--- config.mk ---
export PLATFORM = sky130hd
export DESIGN_NAME = display_scan_mux
export DESIGN_NICKNAME = d
export VERILOG_FILES = /design/src/rtl/disp_pkg.sv /design/src/rtl/lz_blank_mask.sv /design/src/rtl/display_scan_mux.sv
export SDC_FILE = /design/constraint.sdc
export NUM_CORES = 1
export LEC_CHECK = 0
export ABC_CLOCK_PERIOD_IN_PS = 3600
export BUFFER_PORTS_ARGS = -buffer_cell sky130_fd_sc_hd__buf_2
export CORE_AREA = 2 2 70 55
export DETAILED_ROUTE_END_ITERATION = 10
export DIE_AREA = 0 0 72 57
export PLACE_DENSITY = 0.81
export SLEW_MARGIN = 20
export SYNTH_ARGS = -nofsm -noshare
export SYNTH_HDL_FRONTEND = slang
export SYNTH_SLANG_ARGS = --single-unit
--- constraint.sdc ---
create_clock -name clk -period 3.6 [get_ports clk]
set_input_delay 0.36 -clock clk [delete_from_list [all_inputs] [get_ports clk]]
set_output_delay 0.36 -clock clk [all_outputs]
set_load 0.02 [all_outputs]
--- src/rtl/disp_pkg.sv ---
// Shared constants for the front-panel 7-segment display path.
// Holds the nibble width, the inactive levels of the active-low anode and
// decimal-point lines, and a constant-evaluable log2 helper for sizing
// counters. Used by the scanner, the segment decoder and the display wrapper.
package disp_pkg;

    localparam int   DIGIT_W = 4;
    localparam logic AN_OFF  = 1'b1;
    localparam logic DP_OFF  = 1'b1;

    // Bits needed to hold 0..n-1. Returns at least 1 so a single-digit
    // build still gets a legal one-bit index.
    function automatic int clog2(input int n);
        int w;
        w = 1;
        while ((1 << w) < n) begin
            w = w + 1;
        end
        return w;
    endfunction

endpackage

--- src/rtl/lz_blank_mask.sv ---
// Leading-zero blank mask.
// Walks the digits from the most significant one downward. A digit is
// blanked while every nibble from it up to the top is zero and none of
// those digits asks for its decimal point. Digit 0 is never blanked, so an
// all-zero value still shows a single "0".
// Ports:
//   i_value  packed nibbles, nibble i = i_value[4i+3:4i]
//   i_dp     decimal-point request per digit
//   o_blank  1 = digit is dark for its whole slot
module lz_blank_mask
    import disp_pkg::*;
#(
    parameter int DIGITS   = 4,
    parameter bit BLANK_LZ = 1'b1
) (
    input  logic [DIGIT_W*DIGITS-1:0] i_value,
    input  logic [DIGITS-1:0]         i_dp,
    output logic [DIGITS-1:0]         o_blank
);

    logic w_lead;

    // Scan MSD -> digit 1; w_lead stays high while still inside the leading zeros.
    always_comb begin
        o_blank = '0;
        w_lead  = 1'b1;
        for (int i = DIGITS - 1; i >= 1; i--) begin
            if ((i_value[i*DIGIT_W +: DIGIT_W] != 4'h0) || i_dp[i]) begin
                w_lead = 1'b0;
            end else begin
                w_lead = w_lead;
            end
            o_blank[i] = w_lead & BLANK_LZ;
        end
    end

endmodule

--- src/rtl/display_scan_mux.sv ---
// Time-multiplexed scanner for a common-anode multi-digit 7-segment display.
// Latches a packed measurement word on load and steps through the digits,
// one slot of REFRESH_DIV cycles each. The first GUARD cycles of a slot keep
// every anode off so the previous digit cannot ghost into the next one.
// Ports:
//   clk    system clock
//   rst    synchronous active-high reset (wins over load)
//   value  packed nibbles, nibble i = value[4i+3:4i], digit 0 = LSD
//   dp_in  decimal-point request per digit, 1 = lit
//   load   capture value/dp_in on this edge
//   code   nibble of the current digit, to the segment decoder
//   an     active-low digit anodes, at most one low
//   dp     active-low decimal point
module display_scan_mux
    import disp_pkg::*;
#(
    parameter int DIGITS      = 4,
    parameter int REFRESH_DIV = 50000,
    parameter int GUARD       = 16,
    parameter bit BLANK_LZ    = 1'b1
) (
    input  logic                      clk,
    input  logic                      rst,
    input  logic [DIGIT_W*DIGITS-1:0] value,
    input  logic [DIGITS-1:0]         dp_in,
    input  logic                      load,
    output logic [DIGIT_W-1:0]        code,
    output logic [DIGITS-1:0]         an,
    output logic                      dp
);

    localparam int IDX_W = clog2(DIGITS);
    localparam int PRE_W = clog2(REFRESH_DIV);

    if ((DIGITS < 1) || (DIGITS > 8) || (REFRESH_DIV < GUARD + 2)) begin : g_param_check
        $error("display_scan_mux: illegal DIGITS/REFRESH_DIV/GUARD combination");
    end

    logic [DIGIT_W*DIGITS-1:0] r_value;
    logic [DIGITS-1:0]         r_dp_sh;
    logic [PRE_W-1:0]          r_pre;
    logic [IDX_W-1:0]          r_idx;
    logic [DIGIT_W-1:0]        r_code;
    logic [DIGITS-1:0]         r_an;
    logic                      r_dp;

    logic [DIGITS-1:0]         w_blank;
    logic [DIGIT_W*DIGITS-1:0] w_nib_shift;
    logic [DIGITS-1:0]         w_dp_shift;
    logic [DIGITS-1:0]         w_blank_shift;
    logic [DIGIT_W-1:0]        w_code_nx;
    logic [DIGITS-1:0]         w_an_nx;
    logic                      w_dp_nx;

    lz_blank_mask #(
        .DIGITS   (DIGITS),
        .BLANK_LZ (BLANK_LZ)
    ) u_lz_blank_mask (
        .i_value (r_value),
        .i_dp    (r_dp_sh),
        .o_blank (w_blank)
    );

    // Next output values from the current slot position and shadow contents.
    always_comb begin
        // Nibble select: idx*4 is formed by appending two zero bits.
        w_nib_shift   = r_value >> {r_idx, 2'b00};
        w_dp_shift    = r_dp_sh >> r_idx;
        w_blank_shift = w_blank >> r_idx;
        w_code_nx     = w_nib_shift[DIGIT_W-1:0];
        w_an_nx       = {DIGITS{AN_OFF}};
        w_dp_nx       = DP_OFF;
        if ((r_pre < PRE_W'(GUARD)) || w_blank_shift[0]) begin
            w_an_nx = {DIGITS{AN_OFF}};
            w_dp_nx = DP_OFF;
        end else begin
            w_an_nx = ~(DIGITS'(1) << r_idx);
            w_dp_nx = ~w_dp_shift[0];
        end
    end

    // Shadow capture, prescaler/digit index and registered outputs.
    always_ff @(posedge clk) begin
        if (rst) begin
            r_value <= '0;
            r_dp_sh <= '0;
            r_pre   <= '0;
            r_idx   <= '0;
            r_code  <= 4'h0;
            r_an    <= {DIGITS{AN_OFF}};
            r_dp    <= DP_OFF;
        end else begin
            if (load) begin
                r_value <= value;
                r_dp_sh <= dp_in;
            end else begin
                r_value <= r_value;
                r_dp_sh <= r_dp_sh;
            end
            if (r_pre == PRE_W'(REFRESH_DIV - 1)) begin
                r_pre <= '0;
                r_idx <= (r_idx == IDX_W'(DIGITS - 1)) ? '0 : r_idx + 1'b1;
            end else begin
                r_pre <= r_pre + 1'b1;
                r_idx <= r_idx;
            end
            r_code <= w_code_nx;
            r_an   <= w_an_nx;
            r_dp   <= w_dp_nx;
        end
    end

    assign code = r_code;
    assign an   = r_an;
    assign dp   = r_dp;

endmodule

==> results of run 1 <==
path summary, 6_finish.rpt:
path,start,end,slack (ps)
max,r_pre[13]$_SDFF_PP0_,r_pre[15]$_SDFF_PP0_,1350
min,dp_in[3],r_dp_sh[3]$_SDFFE_PP0P_,290
max reg2reg,r_pre[13]$_SDFF_PP0_,r_pre[15]$_SDFF_PP0_,1350
min reg2reg,r_pre[0]$_SDFF_PP0_,r_pre[0]$_SDFF_PP0_,480
per-layer routing:
| layer | global-route usage | wire length, um | vias up |
|---|---|---|---|
| met2 | 0.266 | 1500 | 28 |
| met1 | 0.278 | 1800 | 661 |
| met4 | 0.0566 | 40 | 0 |
| met3 | 0.0583 | 146 | 6 |
| li1 | - | - | 732 |
| met5 | 0 | 0 | - |
cells in the mapped netlist, drive strengths merged:
master,number,area share
dfxtp,47,0.48
nor2b,4,0.013
or4,5,0.021
nand3,9,0.023
a21oi,2,0.0051
ha,5,0.032
xnor2,13,0.058
nor4,6,0.019
xor2,1,0.0045
buf,2,0.0045
nand2,4,0.0077
nor3,4,0.010
a31oi,1,0.0032
mux4,5,0.058
nor2,41,0.079
o21ai,3,0.0077
mux2i,20,0.10
o41ai,1,0.0045
nand4,4,0.013
clkbuf,8,0.015
or3,3,0.0096
or3b,1,0.0045
inv,8,0.015
o21bai,1,0.0058
area by class of cell:
type                       instances  area share
timing repair buffer              31      0.0704
sequential                        47       0.427
multi-input combinational        133       0.426
clock buffer                       6      0.0329
tap                               42      0.0239
clock inverter                     2     0.00568
inverter                           8      0.0136
power by group:
group	switching, mW	internal (mW)
Sequential	0.0129	0.537
Clock	0.169	0.136
Combinational	0.0316	0.0331
cells by family after synthesis:
logic type / share of synthesized area
compound gates: 0.0263
xor+xnor: 0.0629
fa+ha+maj: 0.0321
buf+inv: 0.0353
flops: 0.483
mux: 0.160
simple gates: 0.200
sequential cells by signal (all words and copies together) (netlist names):
signal and flops:
an 4, r_pre 16, dp 1, r_idx 2, code 4, r_value 16, r_dp_sh 4
stage by stage:
| stage | util | hold WS (ps) | setup WS (ps) | power [mW] | instance area (um2) |
|---|---|---|---|---|---|
| 5_1_grt | 0.631 | 284 | 1220 | 0.960 | 2200 |
| 3_5_place_dp | 0.606 | 460 | 1380 | 0.627 | 2120 |
| 2_1_floorplan | - | 430 | 1600 | 0.603 | 1950 |
| 4_1_cts | 0.631 | 290 | 1370 | 0.925 | 2200 |
| 6_report | 0.631 | 290 | 1350 | 0.920 | 2200 |
| 3_3_place_gp | 0.606 | 439 | 1430 | 0.625 | 2120 |
worst min-delay path: cells and delay by family:
family,cells,cell delay (ps)
buffers and inverters,1,70
muxes,1,50
and+or+nand+nor,1,70
==> summary.md, run 1 <==
| Metric | Value |
|---|---|
| P_leak | `0.879 nW` |
| Initial antenna violation count | `0` |
| Ant. Diodes | `0` |
| Final period util | `0.626` |
| Most frequent cells in the layout | `47 x dfxtp_1, 41 x nor2_1, 31 x buf_2` |
| Worst-path clk slew | `80 ps` |
| GRT Residual Overflow | `0` |
| Status | `complete, no violations` |
| Slowest-stage cell, CP | `or4_4` |
| Nets | `254` |
| Final Skew | `6.96 ps` |
| Global router's overall resource usage | `0.188` |
| Power density over cell area | `418 nW/um2` |
| Final count of pins violating max slew | `0` |
| Least-Margin Pin Slew | `638 ps` |
| # IOs | `32` |
| Cell Count Post-Placement | `261` |
| CP required | `3760 ps` |
| Sequential area share after synthesis | `0.483` |
| DR iter-0 viols | `91` |
| Crit path largest cell delay | `580 ps` |
| Detailed placement HPWL | `2490 um` |
| Syn_nets | `226` |
| RSZ-0062 raised after global routing | `no` |
| WP buf/inv | `0` |
| Die width | `72 um` |
| Multi-input logic area | `940 um2` |
| Setup_tns | `0 ps` |
| Hold crit path type | `in -> reg` |
| Crit-path max FO | `15` |
| VDD IR max | `384 uV` |
| Worst-Skew Late Latency | `300 ps` |
| Num rows | `19` |
| Seq cells post-synth | `47` |
| Vias in the first global route | `1276` |
| WP depth | `4` |
| Register area | `941 um2` |
| Post-synthesis cell area | `1950 um2` |
| Maximum capacitance violations | `0` |
| Post-CTS Resized | `0` |
| Crit path launch type | `flop` |
| Root buf cell | `clkbuf_8` |
| WS Path Type | `reg -> reg` |
| Largest delay contributor family on the critical path | `simple AND/OR/NAND/NOR gates` |
| Arr. time, crit path | `2410 ps` |
| Initial Utilization | `0.558` |
| # clock sinks | `47` |
| Crit end category | `flop` |
| Final setup vio count | `0` |
| Highest clock rate | `444 MHz` |
| Routed vias/inst | `5.30` |
| Synth warn | `0` |
| CTS Buffer Depth | `2` |
| First-pass GRT wire length | `5950 um` |
| Mean Syn Cell Area | `9.85 um2` |
| Yosys cell types | `26` |
| R2R depth | `4` |
| CP cell instances | `or4_1 > or4_4 > o21bai_2 > nor2_1` |
| Hold path depth | `3` |
| Post-CTS Setup Repair Bufs | `0` |
| CTS Buf Count | `5` |
| Share of cells above drive strength 1 | `0.203` |
| Fin cells | `269` |
| Routed len/inst | `13.0 um` |
| Largest net degree at the start of global routing | `30` |
| Rel. slew slack | `0.575` |
| CTS hold repair buffers | `0` |
| Vias | `1427` |
| Synth Instances | `198` |
| Layout area overhead | `13.0%` |
| Filler cells | `286` |
| Die area | `4100 um2` |
| Commonest non-fill, non-tap cell in the layout | `dfxtp_1` |
| IO Port Bufs | `31` |
| Drt pass-1 iters | `4` |
| RD Place Congestion | `0.810` |
| Final ANT Viol Nets | `0` |
| Final hold vios | `0` |
| Post-route minimum period | `2250 ps` |
| DRC Markers | `0` |
| Core Area | `3490 um2` |
| Die Ht | `57 um` |
| WL final | `3490 um` |
| CTS tree | `built` |
| Htree depth | `2` |
(Power assumes the default switching activity.)
==> inputs of run 2 (changes only) <==
--- a/config.mk
+++ b/config.mk
@@ -5,12 +5,12 @@
 export SDC_FILE = /design/constraint.sdc
 export NUM_CORES = 1
 export LEC_CHECK = 0
-export ABC_CLOCK_PERIOD_IN_PS = 3600
+export ABC_CLOCK_PERIOD_IN_PS = 2029
 export BUFFER_PORTS_ARGS = -buffer_cell sky130_fd_sc_hd__buf_2
-export CORE_AREA = 2 2 70 55
+export CORE_AREA = 2 2 76 60
 export DETAILED_ROUTE_END_ITERATION = 10
-export DIE_AREA = 0 0 72 57
-export PLACE_DENSITY = 0.81
+export DIE_AREA = 0 0 78 62
+export PLACE_DENSITY = 0.72
 export SLEW_MARGIN = 20
 export SYNTH_ARGS = -nofsm -noshare
 export SYNTH_HDL_FRONTEND = slang
==> constraint.sdc (replaced) <==
create_clock -name clk -period 2.03 [get_ports clk]
set_input_delay 0.203 -clock clk [delete_from_list [all_inputs] [get_ports clk]]
set_output_delay 0.203 -clock clk [all_outputs]
set_load 0.02 [all_outputs]
==> run 2 against run 1 <==
- first-iteration DRC count decreased by 57%
- largest cell class is now multi-input gates
- die area increased by 18%
- via count increased by 2.6%
- critical endpoint is now r_idx[0]$_SDFFE_PP0P_
==> summary.md, run 2 (synthesis gave the netlist of run 1 again) <==
| Metric | Value |
|---|---|
| Final period util | `0.957 (was 0.626)` |
| GRT Residual Overflow | `0 (unchanged)` |
| R2r startpoint | `r_pre[5]$_SDFF_PP0_ (was r_pre[13]$_SDFF_PP0_)` |
| PnR Total Power | `1.91 mW (was 0.920 mW)` |
| Crit path largest cell delay | `550 ps (was 580 ps)` |
| Num rows | `21 (was 19)` |
| Worst-path clk slew | `90 ps (was 80 ps)` |
| Crit-path max FO | `5 (was 15)` |
| Drt pass-1 iters | `4 (unchanged)` |
| CTS tree | `built (unchanged)` |
| Worst-Skew Late Latency | `310 ps (was 300 ps)` |
| Detailed placement HPWL | `2630 um (was 2490 um)` |
| Final hold vios | `0 (unchanged)` |
| Maximum capacitance violations | `0 (unchanged)` |
| RSZ-0062 raised after global routing | `no (unchanged)` |
| # IOs | `32 (unchanged)` |
| Die Ht | `62 um (was 57 um)` |
| Post-CTS Setup Repair Bufs | `0 (unchanged)` |
| Hold endpoint | `r_value[15]$_SDFFE_PP0P_ (was r_dp_sh[3]$_SDFFE_PP0P_)` |
| CTS Buf Count | `5 (unchanged)` |
| Root buf cell | `clkbuf_8 (unchanged)` |
| Commonest non-fill, non-tap cell in the layout | `dfxtp_1 (unchanged)` |
| Final Skew | `4.01 ps (was 6.96 ps)` |
| VDD IR max | `566 uV (was 384 uV)` |
| Dpl ws | `-12.0 ps (was 1380 ps)` |
| CTS hold repair buffers | `0 (unchanged)` |
| WL final | `3700 um (was 3490 um)` |
| Status | `complete, no violations (unchanged)` |
| Routed len/inst | `12.6 um (was 13.0 um)` |
| Final count of pins violating max slew | `0 (unchanged)` |
| R2R depth | `4 (unchanged)` |
| Largest registers | `r_pre (16), r_value (16) (unchanged)` |
| Final ANT Viol Nets | `0 (unchanged)` |
| Slowest-stage cell, CP | `or4_4 (unchanged)` |
| Hold slack | `125 ps (was 290 ps)` |
| Vias in the first global route | `1345 (was 1276)` |
| Min-delay src | `value[15] (was dp_in[3])` |
| Reg2reg setup slack | `90 ps (was 1350 ps)` |
| IO Port Bufs | `31 (unchanged)` |
| Most frequent cells in the layout | `47 x dfxtp_1, 41 x nor2_1, 31 x buf_2 (unchanged)` |
| Crit end category | `flop (unchanged)` |
| Crit path launch type | `flop (unchanged)` |
| Routed vias/inst | `5.00 (was 5.30)` |
| WS Path Type | `reg -> reg (unchanged)` |
| DRC Markers | `0 (unchanged)` |
| Highest clock rate | `515 MHz (was 444 MHz)` |
| Rel. slew slack | `0.611 (was 0.575)` |
| Least-Margin Pin Slew | `584 ps (was 638 ps)` |
| RD Place Congestion | `0.825 (was 0.810)` |
| Share of cells above drive strength 1 | `0.242 (was 0.203)` |
| Post-route minimum period | `1940 ps (was 2250 ps)` |
| P_leak | `0.952 nW (was 0.879 nW)` |
| Nets | `263 (was 254)` |
| Vias | `1464 (was 1427)` |
| DR iter-0 viols | `39 (was 91)` |
| Layout area overhead | `21.0% (was 13.0%)` |
| Largest net degree at the start of global routing | `30 (unchanged)` |
| Capture point of the worst reg-to-reg path | `r_idx[0]$_SDFFE_PP0P_ (was r_pre[15]$_SDFF_PP0_)` |
| Global router's overall resource usage | `0.170 (was 0.188)` |
| Final Util | `0.561 (was 0.631)` |
| Ant. Diodes | `0 (unchanged)` |
| Hold crit path type | `in -> reg (unchanged)` |
| CP required | `2270 ps (was 3760 ps)` |
| Htree depth | `2 (unchanged)` |
| Core Area | `4200 um2 (was 3490 um2)` |
| Power density over cell area | `812 nW/um2 (was 418 nW/um2)` |
| Die area | `4840 um2 (was 4100 um2)` |
| Worst setup margin | `87.2 ps (was 1350 ps)` |
| Die width | `78 um (was 72 um)` |
| Initial antenna violation count | `0 (unchanged)` |
| CP cell instances | `or3_4 > or4_4 > or4_1 > a21oi_1 (was or4_1 > or4_4 > o21bai_2 > nor2_1)` |
| First-pass GRT wire length | `6160 um (was 5950 um)` |
| Arr. time, crit path | `2180 ps (was 2410 ps)` |
| Hold path depth | `3 (unchanged)` |
| Filler cells | `386 (was 286)` |
| # clock sinks | `47 (unchanged)` |
| Final setup vio count | `0 (unchanged)` |
| Initial Utilization | `0.464 (was 0.558)` |
| CTS Buffer Depth | `2 (unchanged)` |
## run 2: changes by cell type in the layout (fill, tap and decap cells not counted)
| cell | before | now |
|---|---|---|
| buf_12 | 0 | 1 |
| buf_4 | 0 | 8 |
| bufinv_16 | 0 | 2 |
| clkbuf_1 | 1 | 0 |
| clkinv_2 | 1 | 0 |
| or3_1 | 3 | 2 |
| or3_4 | 0 | 1 |
## run 2: cell type report
| type | instances | area, um2 | share of cell area |
|---|---|---|---|
| Clock buffer | 5 | 68.8 | 0.0292 |
| Clock inverter | 3 | 67.6 | 0.0286 |
| Inverter | 8 | 30.0 | 0.0127 |
| Multi-Input combinational cell | 133 | 945 | 0.401 |
| Sequential cell | 47 | 941 | 0.399 |
| Tap cell | 57 | 71.3 | 0.0302 |
| Timing Repair Buffer | 40 | 235 | 0.0997 |
## run 2: worst max-delay path: cells and delay by family, from the launching register on
kind            cells  cell delay, ps
flops               1             360
simple gates        3            1370
compound gates      1             150
## run 2: layer usage
| layer | vias to the layer above | GRT usage | wire length (um) |
|---|---|---|---|
| met4 | 0 | 0.110 | 106 |
| met1 | 673 | 0.226 | 1950 |
| met3 | 10 | 0.0376 | 137 |
| li1 | 750 | - | - |
| met5 | - | 0 | 0 |
| met2 | 31 | 0.259 | 1510 |
## run 2: repair_timing
item,in CTS,in global routing
endpoints found under the setup margin,1,1
pin swaps,1,0
gates resized for setup,0,1
## run 2: worst max path at each step
stage                         startpoint               endpoint  depth (start not counted)
floorplan           r_pre[13]$_SDFF_PP0_  r_idx[0]$_SDFFE_PP0P_                          4
global placement    r_pre[13]$_SDFF_PP0_  r_idx[0]$_SDFFE_PP0P_                          4
detailed placement  r_pre[13]$_SDFF_PP0_  r_idx[0]$_SDFFE_PP0P_                          4
CTS                  r_pre[5]$_SDFF_PP0_  r_idx[0]$_SDFFE_PP0P_                          4
global route        r_pre[13]$_SDFF_PP0_  r_idx[0]$_SDFFE_PP0P_                          4
finish               r_pre[5]$_SDFF_PP0_  r_idx[0]$_SDFFE_PP0P_                          4
## run 2: report_power, final
part / total (mW) / leakage (nW) / switching (mW) / internal, mW
clock network: 0.818 / 0.0644 / 0.327 / 0.491
logic: 0.121 / 0.503 / 0.0581 / 0.0625
registers: 0.976 / 0.384 / 0.0228 / 0.953
total: 1.91 / 0.952 / 0.408 / 1.51
## run 2: through the flow
stage,cells,cell area (um2),setup TNS [ps]
floorplan,198,1950,0
global placement,285,2220,0
global route,293,2360,0
finish,293,2360,0
CTS,293,2350,0
detailed placement,285,2220,-12.0
==> inputs of run 3 (changes only) <==
--- a/config.mk
+++ b/config.mk
@@ -10,7 +10,7 @@
 export CORE_AREA = 2 2 76 60
 export DETAILED_ROUTE_END_ITERATION = 10
 export DIE_AREA = 0 0 78 62
-export PLACE_DENSITY = 0.72
+export PLACE_DENSITY = 0.73
 export SLEW_MARGIN = 20
 export SYNTH_ARGS = -nofsm -noshare
 export SYNTH_HDL_FRONTEND = slang
==> run 3 against run 2 <==
- total power is 13% lower
- largest cell class unchanged
- non-clock buffer count is the same
- clock skew rose by 6.2 ps
- final area down 1.6%
- setup slack lost 33 ps
- core utilization decreased by 0.89 points
- highest routed layer unchanged
==> summary.md, run 3 (synthesis gave the netlist of run 1 again) <==
| Metric | Value |
|---|---|
| Status | `complete, no violations (unchanged)` |
| DR iter-0 viols | `122 (was 39)` |
| Vias | `1471 (was 1464)` |
| Register area | `941 um2 (unchanged)` |
| Crit path largest cell delay | `540 ps (was 550 ps)` |
| CTS hold repair buffers | `0 (unchanged)` |
| Final Util | `0.552 (was 0.561)` |
| Hold crit path type | `in -> reg (unchanged)` |
| Drt pass-1 iters | `4 (unchanged)` |
| Initial antenna violation count | `0 (unchanged)` |
| Multi-input logic area | `952 um2 (was 945 um2)` |
| Ant. Diodes | `0 (unchanged)` |
| Final Skew | `10.2 ps (was 4.01 ps)` |
| Share of cells above drive strength 1 | `0.250 (was 0.242)` |
| RSZ-0062 raised after global routing | `no (unchanged)` |
| CTS Buffer Depth | `2 (unchanged)` |
| Initial Utilization | `0.464 (unchanged)` |
| Rel. slew slack | `0.621 (was 0.611)` |
| Final period util | `0.973 (was 0.957)` |
| Root buf cell | `clkbuf_8 (unchanged)` |
| Vias in the first global route | `1343 (was 1345)` |
| Arr. time, crit path | `2210 ps (was 2180 ps)` |
| Global router's overall resource usage | `0.167 (was 0.170)` |
| Largest registers | `r_pre (16), r_value (16) (unchanged)` |
| Power density over cell area | `722 nW/um2 (was 812 nW/um2)` |
| RD Place Congestion | `0.827 (was 0.825)` |
| IO Port Bufs | `31 (unchanged)` |
| P_leak | `0.935 nW (was 0.952 nW)` |
| Crit-path max FO | `5 (unchanged)` |
| Final hold vios | `0 (unchanged)` |
| Largest delay contributor family on the critical path | `simple AND/OR/NAND/NOR gates (unchanged)` |
| # clock sinks | `47 (unchanged)` |
| Die Ht | `62 um (unchanged)` |
| VDD IR max | `527 uV (was 566 uV)` |
| WL final | `3670 um (was 3700 um)` |
| Detailed placement HPWL | `2700 um (was 2630 um)` |
| CTS Buf Count | `5 (unchanged)` |
| Nets | `263 (unchanged)` |
| Die width | `78 um (unchanged)` |
| GRT Residual Overflow | `0 (unchanged)` |
| CTS tree | `built (unchanged)` |
| Most frequent cells in the layout | `47 x dfxtp_1, 41 x nor2_1, 31 x buf_2 (unchanged)` |
| WP buf/inv | `0 (unchanged)` |
| DRC Markers | `0 (unchanged)` |
| Highest clock rate | `506 MHz (was 515 MHz)` |
| Least-Margin Pin Slew | `568 ps (was 584 ps)` |
| Filler cells | `393 (was 386)` |
| CP dominant cell by count | `or4_4` |
| Slowest-stage cell, CP | `or4_4 (unchanged)` |
| Die area | `4840 um2 (unchanged)` |
| CP required | `2270 ps (about the same)` |
| Final count of pins violating max slew | `0 (unchanged)` |
| Worst-path clk slew | `100 ps (was 90 ps)` |
| Routed len/inst | `12.5 um (was 12.6 um)` |
| Routed vias/inst | `5.02 (was 5.00)` |
| Largest net degree at the start of global routing | `30 (unchanged)` |
| PnR Total Power | `1.67 mW (was 1.91 mW)` |
| Htree depth | `2 (unchanged)` |
| CP cell instances | `or4_4 > or4_4 > or4_1 > a21oi_2 (was or3_4 > or4_4 > or4_1 > a21oi_1)` |
| Layout area overhead | `19.1% (was 21.0%)` |
| Num rows | `21 (unchanged)` |
| WS Path Type | `reg -> reg (unchanged)` |
| Commonest non-fill, non-tap cell in the layout | `dfxtp_1 (unchanged)` |
| Worst-Skew Late Latency | `300 ps (was 310 ps)` |
| Maximum capacitance violations | `0 (unchanged)` |
| Crit end category | `flop (unchanged)` |
| First-pass GRT wire length | `6230 um (was 6160 um)` |
| Final ANT Viol Nets | `0 (unchanged)` |
| Core Area | `4200 um2 (unchanged)` |
| # IOs | `32 (unchanged)` |
| Crit path launch type | `flop (unchanged)` |
| Post-route minimum period | `1980 ps (was 1940 ps)` |
| Final setup vio count | `0 (unchanged)` |
run 3: tightest hold or removal path: cells and delay by family:
family | cells | cell delay (ps)
mux | 1 | 50
buf+inv | 1 | 70
simple gates | 1 | 70
run 3: timing repair:
action | in CTS | in global routing
pin swaps | 1 | 0
buffers inserted | 0 | 0
endpoints found under the setup margin | 1 | 1
gates resized for setup | 0 | 3
gates cloned | 0 | 0
run 3: area by class of cell:
cell class,count,share of cell area
Multi-Input combinational cell,133,0.410
Sequential cell,47,0.405
Timing Repair Buffer,40,0.101
Tap cell,57,0.0307
Clock buffer,5,0.0296
Inverter,8,0.0129
Clock inverter,3,0.00970
run 3: worst paths after layout:
kind	from	to	slack [ps]	cells after the start
min reg2reg	r_pre[0]$_SDFF_PP0_	r_pre[0]$_SDFF_PP0_	480	1
max	r_pre[13]$_SDFF_PP0_	r_idx[0]$_SDFFE_PP0P_	50	4
max reg2reg	r_pre[13]$_SDFF_PP0_	r_idx[0]$_SDFFE_PP0P_	50	4
min	value[0]	r_value[0]$_SDFFE_PP0P_	130	3
run 3: report_power, final:
part           switching (mW)  total (mW)  leakage, nW  internal [mW]
combinational          0.0562       0.119        0.502         0.0624
clock                   0.332       0.581       0.0489          0.249
sequential             0.0224       0.975        0.384          0.953
run 3: metrics by stage:
step | instances | hold slack [ps] | worst slack [ps] | cell area (um2) | TNS [ps]
after floorplan | 198 | 350 | 26.5 | 1950 | 0
after global placement | 285 | 433 | 18.3 | 2220 | 0
after detailed placement | 285 | 446 | -45.0 | 2220 | -45.0
after CTS | 293 | 124 | 50.0 | 2310 | 0
after global routing | 293 | 133 | 3.91 | 2320 | 0
final | 293 | 128 | 54.2 | 2320 | 0
run 3: routing by layer:
layer	vias up	track usage	wire [um]	part of all wire
li1	752	-	-	-
met1	689	0.235	1910	0.52
met2	25	0.256	1570	0.43
met3	5	0.0347	139	0.038
met4	0	0.0677	51	0.014
met5	-	0	0	0
